### src/rtl/btn_press_classifier_pkg.sv
// Shared types and default timing for the button press classifier.
package btn_pkg;

  typedef enum logic [1:0] {
    IDLE      = 2'd0,
    PRESSED   = 2'd1,
    LONG_HELD = 2'd2
  } state_t;

  localparam int PRESS_CNT_W       = 8;
  localparam int DEF_LONG_CYCLES   = 25_000_000;
  localparam int DEF_REPEAT_CYCLES = 5_000_000;

endpackage

### src/rtl/btn_press_classifier_if.sv
// Button classifier bus: enable and level in, event pulses and status out.
interface btn_press_classifier_if;
  import btn_pkg::*;

  logic                   en;
  logic                   debounced;
  logic                   press_pulse;
  logic                   release_pulse;
  logic                   short_press;
  logic                   long_press;
  logic                   repeat_pulse;
  logic                   held;
  logic [PRESS_CNT_W-1:0] press_count;

  modport master (
    output en, debounced,
    input  press_pulse, release_pulse, short_press, long_press,
    input  repeat_pulse, held, press_count
  );

  modport slave (
    input  en, debounced,
    output press_pulse, release_pulse, short_press, long_press,
    output repeat_pulse, held, press_count
  );

endinterface

### src/rtl/btn_press_classifier_edge_det.sv
// Rise/fall detector on the debounced level; prev resets high so a button
// held through reset is not mistaken for a fresh press.
module btn_edge_det (
  input  logic clk,
  input  logic rst_n,
  input  logic in,
  output logic rise,
  output logic fall
);

  logic r_prev;

  always_ff @(posedge clk or negedge rst_n) begin
    if (!rst_n) begin
      r_prev <= 1'b1;
    end else begin
      r_prev <= in;
    end
  end

  assign rise = in & ~r_prev;
  assign fall = ~in & r_prev;

endmodule

### src/rtl/btn_press_classifier.sv
// Classifies a debounced button level into press/release/short/long/repeat
// pulses plus a held level and a wrapping press counter; all outputs registered.
module btn_press_classifier
  import btn_pkg::*;
#(
  parameter int LONG_CYCLES   = DEF_LONG_CYCLES,
  parameter int REPEAT_CYCLES = DEF_REPEAT_CYCLES,
  parameter int CNT_W         = $clog2(LONG_CYCLES + 1)
) (
  input logic                   clk,
  input logic                   rst_n,
  btn_press_classifier_if.slave bus
);

  localparam int REP_NEED = $clog2(REPEAT_CYCLES + 1);
  localparam int REP_W    = (CNT_W > REP_NEED) ? CNT_W : REP_NEED;

  localparam logic [CNT_W-1:0] HOLD_LAST = CNT_W'(LONG_CYCLES - 1);
  localparam logic [REP_W-1:0] REP_LAST  = REP_W'(REPEAT_CYCLES - 1);

  logic w_rise;
  logic w_fall;

  state_t                 r_state;
  logic [CNT_W-1:0]       r_hold_cnt;
  logic [REP_W-1:0]       r_rep_cnt;
  logic                   r_press_pulse;
  logic                   r_release_pulse;
  logic                   r_short_press;
  logic                   r_long_press;
  logic                   r_repeat_pulse;
  logic                   r_held;
  logic [PRESS_CNT_W-1:0] r_press_count;

  btn_edge_det u_edge_det (
    .clk   (clk),
    .rst_n (rst_n),
    .in    (bus.debounced),
    .rise  (w_rise),
    .fall  (w_fall)
  );

  always_ff @(posedge clk or negedge rst_n) begin
    if (!rst_n) begin
      r_state         <= IDLE;
      r_hold_cnt      <= '0;
      r_rep_cnt       <= '0;
      r_press_pulse   <= 1'b0;
      r_release_pulse <= 1'b0;
      r_short_press   <= 1'b0;
      r_long_press    <= 1'b0;
      r_repeat_pulse  <= 1'b0;
      r_held          <= 1'b0;
      r_press_count   <= '0;
    end else begin
      r_press_pulse   <= 1'b0;
      r_release_pulse <= 1'b0;
      r_short_press   <= 1'b0;
      r_long_press    <= 1'b0;
      r_repeat_pulse  <= 1'b0;

      // Disable aborts silently: no release for the press in flight.
      if (!bus.en) begin
        r_state    <= IDLE;
        r_held     <= 1'b0;
        r_hold_cnt <= '0;
        r_rep_cnt  <= '0;
      end else begin
        case (r_state)
          IDLE: begin
            if (w_rise) begin
              r_state       <= PRESSED;
              r_hold_cnt    <= CNT_W'(1);
              r_press_pulse <= 1'b1;
              r_press_count <= r_press_count + 1'b1;
              r_held        <= 1'b1;
            end
          end

          PRESSED: begin
            if (w_fall) begin
              r_state         <= IDLE;
              r_short_press   <= 1'b1;
              r_release_pulse <= 1'b1;
              r_held          <= 1'b0;
              r_hold_cnt      <= '0;
            end else if (r_hold_cnt == HOLD_LAST) begin
              r_state      <= LONG_HELD;
              r_long_press <= 1'b1;
              r_hold_cnt   <= r_hold_cnt + 1'b1;
              r_rep_cnt    <= '0;
            end else begin
              r_hold_cnt <= r_hold_cnt + 1'b1;
            end
          end

          LONG_HELD: begin
            // Fall takes priority over a repeat due on the same edge.
            if (w_fall) begin
              r_state         <= IDLE;
              r_release_pulse <= 1'b1;
              r_held          <= 1'b0;
              r_hold_cnt      <= '0;
              r_rep_cnt       <= '0;
            end else if (r_rep_cnt == REP_LAST) begin
              r_repeat_pulse <= 1'b1;
              r_rep_cnt      <= '0;
            end else begin
              r_rep_cnt <= r_rep_cnt + 1'b1;
            end
          end

          default: begin
            r_state <= IDLE;
            r_held  <= 1'b0;
          end
        endcase
      end
    end
  end

  assign bus.press_pulse   = r_press_pulse;
  assign bus.release_pulse = r_release_pulse;
  assign bus.short_press   = r_short_press;
  assign bus.long_press    = r_long_press;
  assign bus.repeat_pulse  = r_repeat_pulse;
  assign bus.held          = r_held;
  assign bus.press_count   = r_press_count;

endmodule
### src/flat_wrapper.sv
// flat-port wrapper written by rule: the top's interface ports become plain ports
module btn_press_classifier_flat import btn_pkg::*;
#(
  parameter int LONG_CYCLES   = DEF_LONG_CYCLES,
  parameter int REPEAT_CYCLES = DEF_REPEAT_CYCLES,
  parameter int CNT_W         = $clog2(LONG_CYCLES + 1)
)
  (clk, rst_n, bus_en, bus_debounced, bus_press_pulse, bus_release_pulse, bus_short_press, bus_long_press, bus_repeat_pulse, bus_held, bus_press_count);
  btn_press_classifier_if bus_i ();
  input logic clk;
  input logic rst_n;
  input wire logic [$bits(bus_i.en)-1:0] bus_en;
  input wire logic [$bits(bus_i.debounced)-1:0] bus_debounced;
  output wire logic [$bits(bus_i.press_pulse)-1:0] bus_press_pulse;
  output wire logic [$bits(bus_i.release_pulse)-1:0] bus_release_pulse;
  output wire logic [$bits(bus_i.short_press)-1:0] bus_short_press;
  output wire logic [$bits(bus_i.long_press)-1:0] bus_long_press;
  output wire logic [$bits(bus_i.repeat_pulse)-1:0] bus_repeat_pulse;
  output wire logic [$bits(bus_i.held)-1:0] bus_held;
  output wire logic [$bits(bus_i.press_count)-1:0] bus_press_count;
  assign bus_i.en = bus_en;
  assign bus_i.debounced = bus_debounced;
  assign bus_press_pulse = bus_i.press_pulse;
  assign bus_release_pulse = bus_i.release_pulse;
  assign bus_short_press = bus_i.short_press;
  assign bus_long_press = bus_i.long_press;
  assign bus_repeat_pulse = bus_i.repeat_pulse;
  assign bus_held = bus_i.held;
  assign bus_press_count = bus_i.press_count;
  btn_press_classifier #(.LONG_CYCLES(LONG_CYCLES), .REPEAT_CYCLES(REPEAT_CYCLES), .CNT_W(CNT_W)) u_core (.clk(clk), .rst_n(rst_n), .bus(bus_i));
endmodule
### config.mk
export PLATFORM = sky130hd
export DESIGN_NAME = btn_press_classifier_flat
export DESIGN_NICKNAME = d
export VERILOG_FILES = /design/src/rtl/btn_press_classifier_pkg.sv /design/src/rtl/btn_press_classifier_if.sv /design/src/rtl/btn_press_classifier_edge_det.sv /design/src/rtl/btn_press_classifier.sv /design/src/flat_wrapper.sv
export SDC_FILE = /design/constraint.sdc
export NUM_CORES = 1
export LEC_CHECK = 0
export CAP_MARGIN = 10
export CORE_MARGIN = 4
export CORE_UTILIZATION = 60
export CTS_CLUSTER_DIAMETER = 30
export DETAILED_ROUTE_END_ITERATION = 10
export HOLD_SLACK_MARGIN = 0.02
export PLACE_DENSITY = 0.75
export SYNTH_ARGS = -nofsm -noshare
export SYNTH_HDL_FRONTEND = slang
export SYNTH_SLANG_ARGS = --single-unit
### constraint.sdc
create_clock -name clk -period 2.8 [get_ports clk]
set_clock_uncertainty 0.1 [all_clocks]
set_input_delay 0.56 -clock clk [delete_from_list [all_inputs] [get_ports clk]]
set_output_delay 0.56 -clock clk [all_outputs]
set_load 0.05 [all_outputs]
== Word-level counts from Yosys, hierarchy flattened ==
Cells that the tools add are included.
Widths: inputs -> output; s select.
Storage, ports and cells
  flip-flop bits (word level): 67
  input bits: 4
  output and inout port bits: 14
  word-level logic and storage cells: 74
Cells by class
  add/sub/neg operators: 3
  equality and inequality tests: 12
  multiplexer cells: 37
  bitwise operators: 4
  reduce and logical (&&, ||, !) cells: 7
Operator list (count)
  $mux 25: 9
  $pmux 25 s3: 1
  $add 25x1->25 const B: 2
  $pmux 25 s2: 1
  $eq 25x23->1 const B: 1
  $eq 25x25->1 const B: 1
  $mux 1: 19
  $reduce_and 3->1: 4
  $mux 2: 5
  $ne 3x3->1 const B: 3
  $add 8x1->8 const B: 1
  $ne 3x2->1 const B: 2
  $pmux 2 s3: 1
  $ne 4x1->1 const B: 1
  $ne 4x3->1 const B: 1
  $ne 3x1->1 const B: 1
  $and 1x1->1: 2
  $eq 2x1->1 const B: 1
  $eq 2x2->1 const B: 1
  $logic_not 2->1: 1
  $not 1->1: 2
  $pmux 1 s2: 1
  $reduce_and 2->1: 1
  $reduce_or 2->1: 1

== Logic depth before layout (Yosys ltp) ==
Gate-level depths: netlist of the first run.
  depth after elaboration: 5
  mapped depth: 8
  gate-level depth less buffers: 7

== Modules after synthesis ==
Synthesis of the first run repeated with hierarchy kept, for this count alone.
Unflattened totals
  cells, all modules: 378
  area total of the unflattened synthesis: 3608.5 um^2
By module, submodules not included
  btn_press_classifier: times used 1, cells each 375, area an instance 3567.2 um^2, sequential area each 1651.6 um^2
  btn_edge_det: times used 1, cells each 3, area an instance 41.3 um^2, sequential area each 26.3 um^2

== Worst setup path after synthesis of the first run ==
OpenSTA, ideal clock, no wires.
  path type: reg-to-reg
  from: register u_core.r_state[0]
  to: register u_core.r_hold_cnt[17]
  library setup time: 0.077 ns
  data arrival time: 1.825 ns
  data required time: 2.623 ns
  slack: 0.797 ns
  cell stages (with the launch flop): 8
  buffers on the path: 0
  period minus slack after synthesis: 2.003 ns
  cell sequence: dfrtp_1 -> inv_1 -> ha_1 -> nand3b_1 -> a21oi_4 -> nor2_1 -> or4_1 -> a21oi_1
Between the ends
  longest elaborated chain between the ends: 3
  elaborated cells on any way between the ends: 9
  classes of those cells: 5 x eq/ne; 2 x mux; 2 x reduce/logical
RTL lines
  start, declared: line btn_press_classifier.sv:24  | state_t r_state;
  start signal, assigned: line btn_press_classifier.sv:45  | r_state <= IDLE;
  start signal, assigned: line btn_press_classifier.sv:64  | r_state <= IDLE;
  start signal, assigned: line btn_press_classifier.sv:72  | r_state <= PRESSED;
  $eq 2x1->1, or another cell as far along: line btn_press_classifier.sv:69  | case (r_state)
  $ne 4x1->1 (no line), or another cell as far along
  $reduce_and 3->1 (no line) or $mux 25 (tied branches)
  end signal, assigned: line btn_press_classifier.sv:90  | r_hold_cnt <= r_hold_cnt + 1'b1;
  end signal, assigned: line btn_press_classifier.sv:93  | r_hold_cnt <= r_hold_cnt + 1'b1;
  end, declared: line btn_press_classifier.sv:25  | logic [CNT_W-1:0] r_hold_cnt;
Parallel ways exist; a longest one is shown, timed or not.
A chain may end at the register's enable or synchronous reset.

== Worst setup path in the final report of the first run ==
  from: register u_core.r_state[0]
  to: register u_core.r_hold_cnt[19]
Same word-level chain as after synthesis.

==> results of run 1 <==
state kept, by name, indices dropped and copies added, names as in the netlist, 2 cells and up:
name                    count
u_core.r_hold_cnt          25
u_core.r_state              2
u_core.bus.press_count      8
u_core.r_rep_cnt           25
layer usage:
layer / track usage, % / share of wire (%)
met1: 36.6 / 48
met5: 0 / 0
met4: 10.3 / 1.5
met2: 35.4 / 44
met3: 4.24 / 6.5
how the worst max path moves through the flow:
| stage | startpoint | endpoint | slack [ns] | depth (start not counted) |
|---|---|---|---|---|
| 2_1_floorplan | u_core.r_state[0] | u_core.r_hold_cnt[17] | 0.80 | 7 |
| 3_3_place_gp | bus_debounced | u_core.r_hold_cnt[19] | 0.23 | 6 |
| 3_5_place_dp | bus_debounced | u_core.r_hold_cnt[17] | 0.19 | 6 |
| 4_1_cts | u_core.r_state[0] | u_core.r_hold_cnt[19] | 0.45 | 7 |
| 5_1_grt | u_core.r_state[0] | u_core.r_hold_cnt[23] | 0.25 | 7 |
| 6_report | u_core.r_state[0] | u_core.r_hold_cnt[19] | 0.46 | 7 |
synth_stat cells (5+ instances only):
| cell | number |
|---|---|
| o31ai_1 | 11 |
| ha_1 | 7 |
| nand2_1 | 34 |
| nor4b_1 | 5 |
| xor2_1 | 17 |
| a22o_1 | 12 |
| clkbuf_1 | 12 |
| nand4_1 | 14 |
| a21oi_1 | 12 |
| nand3_1 | 17 |
| dfrtp_1 | 66 |
| nor2_1 | 33 |
| and3_1 | 11 |
| a32oi_1 | 10 |
| o22ai_1 | 6 |
| o2111ai_1 | 7 |
| o211ai_1 | 7 |
| inv_1 | 16 |
| o21ai_0 | 17 |
| or4_1 | 6 |
| nor3_1 | 7 |
kinds of logic after synthesis:
kind of cell	synth area share, %
compound gates	21.0
xor+xnor	4.67
fa+ha+maj	2.22
buf+inv	4.32
flops	42.6
mux	0.286
simple gates	24.9
critical path, cell delays in order, from the launching register on:
cell      delay [ns]
dfrtp_1         0.39
inv_1           0.12
ha_1            0.27
nand3b_1        0.19
a21oi_4         0.32
nor2_1          0.19
or4_1           0.53
a21oi_1         0.15
through the flow:
stage	cell area, um^2	hold slack, ns	util, %
3_5_place_dp	4230	0.380	66.6
5_1_grt	4410	0.104	69.4
6_report	4410	0.0657	69.4
2_1_floorplan	3940	0.164	-
3_3_place_gp	4230	0.356	66.6
4_1_cts	4410	0.0777	69.4
final cells by class:
class,count,share of cell area (%)
multi-input combinational,308,47.6
clock buffer,9,2.81
tap,77,2.19
clock inverter,7,1.19
sequential,67,38.1
timing repair buffer,33,6.76
inverter,16,1.36
power by group:
group	total (mW)	internal (mW)	switching, mW
registers	1.08	1.02	0.0618
clock network	0.741	0.323	0.418
logic	0.583	0.210	0.373
total	2.41	1.55	0.853
==> qor.txt, run 1 <==
Final wirelength: 8830 um
EDFF count, synth: 0
DRT Pass-1 Iters: 7
Post-Syn Area: 3940 um^2
Critical Path Source Type: register
Die area: 7920 um^2
Pre-CTS WS: 0.187 ns
Drt initial violations: 275
Number of antenna diodes: 0
Critical Path End Type: register
RSZ-0062 raised after global routing: no
Power Total: 2.41 mW
Sinks on Clock Net: 67
Postcts setup bufs: 0
Vias in the first global route: 3130
Initial antenna violation count: 0
Most frequent cells in the layout: 66 x dfrtp_1, 34 x nand2_1, 33 x nor2_1
Die Width: 89.0 um
Placed cells: 501
GR Overflow Total: 0
Setup TNS: 0 ns
PostCTS Resize Cnt: 0
Critical path class: reg2reg
RR Startpoint: u_core.r_state[0]
Wire length per cell: 17.1 um
HPWL Detailed: 6250 um
Max VDD drop: 0.560 mV
Wire length of the first global-routing pass: 15200 um
Syn. warnings: 0
Core area: 6350 um^2
Post-synthesis register bit count: 67
Total GRT Usage: 24.6%
Worst Path Max Fanout: 9
Slew @ Worst Pin: 0.590 ns
Setup slack, reg-to-reg: 0.46 ns
Pwr per Cell Area: 546 nW/um^2
CTS max path bufs: 2
Post-Syn Instances: 411
Initial Utilization: 62.0%
Footprint of the multi-input gates: 2100 um^2
Vias per inst: 6.52
H-tree levels: 3
CP required: 2.98 ns
Cts bufs inserted: 9
Final hold violation count: 0
Final ANT Viol Nets: 0
Commonest non-fill, non-tap cell in the layout: dfrtp_1
Number of max-cap violations: 0
Root Buffer: clkbuf_8
Worst-case headroom to the max-slew limit: 60.3%
Synth cell types: 64
Reg2Reg Depth: 7
Final setup violation count: 0
Final cycle utilization of the critical path: 83.5%
Hold WC Path Type: in2async
Vert. Die Dim: 89.0 um
R2R Path End: u_core.r_hold_cnt[19]
Via count: 3371
Top-area cell type share of the netlist area: 41.9%
Top_reg_cell synth: dfrtp_1
FILL cells: 502
Clock transition at path regs: 0.08 ns
CTS tree: yes
Status: complete, no violations
Share of layout cells above drive strength 1: 13.6%
Gpl congestion: 0.900
DRC viols: 0
Pins Over Slew Limit: 0
Largest net degree at the start of global routing: 47
Std-Cell Rows: 29
Post-synth ARST share: 100%
Skew-Pair Late Insertion Delay: 0.36 ns
PortBufs: 17
Synthesized Nets: 422
Layout Cells excl Fill: 517
Max frequency: 428 MHz
Minimum clock period: 2.34 ns
Area delta synth->final: 11.8%
Hold buffer count at CTS: 0
Area contributors post-synth: dfrtp_1 42%, xor2_1 3.8%, nand2_1 3.2%, nor2_1 3.1%, a22o_1 2.7%
Cell type with the largest total area after synthesis: dfrtp_1
Syn_area_per_cell: 9.58 um^2
Final Net Count: 446
I/O pins: 18
Sequential-to-total area share from yosys stat: 42.6%
Setup ws final: 0.462 ns
P_leak: 1.74 nW
Register area: 1680 um^2
Worst EP arrival: 2.52 ns
(Power assumes the default switching activity.)
==> inputs of run 2 (changes only) <==
- clock period: 2.8 -> 2.3 ns (I/O delays scaled with it)
==> run 2 against run 1 <==
  * Wire length rose by 13%
  * Critical endpoint is now bus_press_count[2]
  * First-iteration DRC count is 12% lower
  * Core utilization is 6.7 points higher
  * Critical path type is now reg2out
  * Highest routed layer unchanged
==> qor.txt, run 2 (synthesized netlist as in run 1, its figures left out) <==
Status: complete, no violations (unchanged)
H-tree levels: 3 (unchanged)
Commonest non-fill, non-tap cell in the layout: dfrtp_1 (unchanged)
Placed cells: 532 (was 501)
Max frequency: 457 MHz
P_leak: 1.98 nW (was 1.74 nW)
Largest net degree at the start of global routing: 26 (was 47)
Critical Path End Type: output pin (was register)
Gpl congestion: 0.934 (was 0.900)
Skew-Pair Late Insertion Delay: 0.36 ns (about the same)
Slowest CP cell: clkdlybuf4s50_1 (was or4_1)
Area delta synth->final: 22.6% (was 11.8%)
DRT Pass-1 Iters: 5 (was 7)
Final cycle utilization of the critical path: 95.1%
RSZ-0062 raised after global routing: no (unchanged)
Layout Cells excl Fill: 552 (was 517)
Sinks on Clock Net: 67 (unchanged)
CTS max path bufs: 2 (unchanged)
HPWL Detailed: 6980 um (was 6250 um)
Fin area: 4830 um^2 (was 4410 um^2)
Total GRT Usage: 27.4% (was 24.6%)
Total length of routed met3 wires: 628 um (was 571 um)
Most frequent cells in the layout: 65 x dfrtp_1, 45 x buf_4, 34 x nand2_1, 33 x nor2_1 (was 66 x dfrtp_1, 34 x nand2_1, 33 x nor2_1)
Initial Utilization: 62.0% (unchanged)
Cts bufs inserted: 9 (unchanged)
Setup ws final: 0.114 ns (was 0.462 ns)
Initial antenna violation count: 0 (unchanged)
Wire length per cell: 18.1 um (was 17.1 um)
Final setup violation count: 0 (unchanged)
CTS tree: yes (unchanged)
CP Cell Sequence: clkdlybuf4s50_1 (was inv_1, ha_1, nand3b_1, a21oi_4, nor2_1, or4_1, a21oi_1)
Final ANT Viol Nets: 0 (unchanged)
Number of max-cap violations: 0 (unchanged)
Core area: 6350 um^2 (unchanged)
Number of antenna diodes: 0 (unchanged)
GR Overflow Total: 0 (unchanged)
Hold WC Path Type: reg2reg (was in2async)
Root Buffer: clkbuf_8 (unchanged)
Worst-case headroom to the max-slew limit: 63.4% (was 60.3%)
Setup TNS: 0 ns (unchanged)
Share of layout cells above drive strength 1: 21.3% (was 13.6%)
Pwr per Cell Area: 704 nW/um^2 (was 546 nW/um^2)
Wire length of the first global-routing pass: 16800 um (was 15200 um)
Std-Cell Rows: 29 (unchanged)
Final wirelength: 10000 um (was 8830 um)
Setup slack, reg-to-reg: 0.13 ns (was 0.46 ns)
Slew @ Worst Pin: 0.550 ns (was 0.590 ns)
Max VDD drop: 0.989 mV (was 0.560 mV)
PortBufs: 17 (unchanged)
Minimum clock period: 2.19 ns
Drt initial violations: 242 (was 275)
Pins Over Slew Limit: 0 (unchanged)
Final Util: 76.1% (was 69.4%)
Critical path class: reg2out (was reg2reg)
Critical Path Source Type: register (unchanged)
Final hold violation count: 0 (unchanged)
CP delay by family, top: buffers and inverters (was simple AND/OR/NAND/NOR gates)
Worst Path Max Fanout: 5 (was 9)
I/O pins: 18 (unchanged)
Hold WS: 0.387 ns (was 0.0657 ns)
Worst EP arrival: 1.63 ns (was 2.52 ns)
Vias in the first global route: 3532 (was 3130)
Clock transition at path regs: 0.08 ns (about the same)
Power Total: 3.40 mW (was 2.41 mW)
CP required: 1.74 ns (was 2.98 ns)
Final Net Count: 481 (was 446)
Vert. Die Dim: 89.0 um (unchanged)
Buf/Inv on CP: 1 (unchanged)
Routed wl met2: 4750 um (was 3920 um)
Vias per inst: 6.54 (was 6.52)
Top Layer Used: met4 (unchanged)
Via count: 3608 (was 3371)
Pre-CTS WS: -0.175 ns (was 0.187 ns)
Die Width: 89.0 um (unchanged)
Slowest cell delay on critical path: 0.84 ns (was 0.53 ns)
Wl on met1: 4400 um (was 4210 um)
DRC viols: 0 (unchanged)
Die area: 7920 um^2 (unchanged)
Placed instance area: 4490 um^2 (was 4230 um^2)
## run 2: changes by cell type in the layout (fill, tap and decap cells not counted), moves of 2 or more
cell        change
buf_4          +30
ha_1            -4
bufinv_16       +3
clkinvlp_4      -3
buf_12          +2
ha_2            +2
ha_4            +2
## run 2: final cells by class
class / instances / area [um^2]
clock inverter: 7 / 124
tap: 77 / 96.3
sequential: 67 / 1680
multi-input combinational: 308 / 2150
fill: 444 / 1520
clock buffer: 9 / 124
inverter: 16 / 60.1
timing repair buffer: 68 / 592
## run 2: routing by layer
layer,track usage (%),vias up
met1,37.6,1775
met3,4.79,19
met4,11.4,0
met2,43.0,142
met5,0,-
li1,-,1672
## run 2: report_power, final
group | internal [mW] | switching, mW
clock network | 0.729 | 0.506
registers | 1.24 | 0.0727
logic | 0.336 | 0.513
## run 2: path summary, 6_finish.rpt
check                                     startpoint                   endpoint  depth (start not counted)
max                        u_core.bus.press_count[2]         bus_press_count[2]                          1
min                        u_core.bus.press_count[7]  u_core.bus.press_count[7]                          1
max reg2reg                        u_core.r_state[0]      u_core.r_hold_cnt[20]                          9
min reg2reg                u_core.bus.press_count[7]  u_core.bus.press_count[7]                          1
max in group asynchronous                      rst_n   u_core.u_edge_det.r_prev                          3
min in group asynchronous                      rst_n       u_core.r_rep_cnt[18]                          2
## run 2: repair_timing
item | CTS | global route
resized for setup | 0 | 13
setup buffers | 0 | 2
hold buffers | 1 | 0
setup endpoints to repair | 0 | 32
hold endpoints to repair | 19 | 0
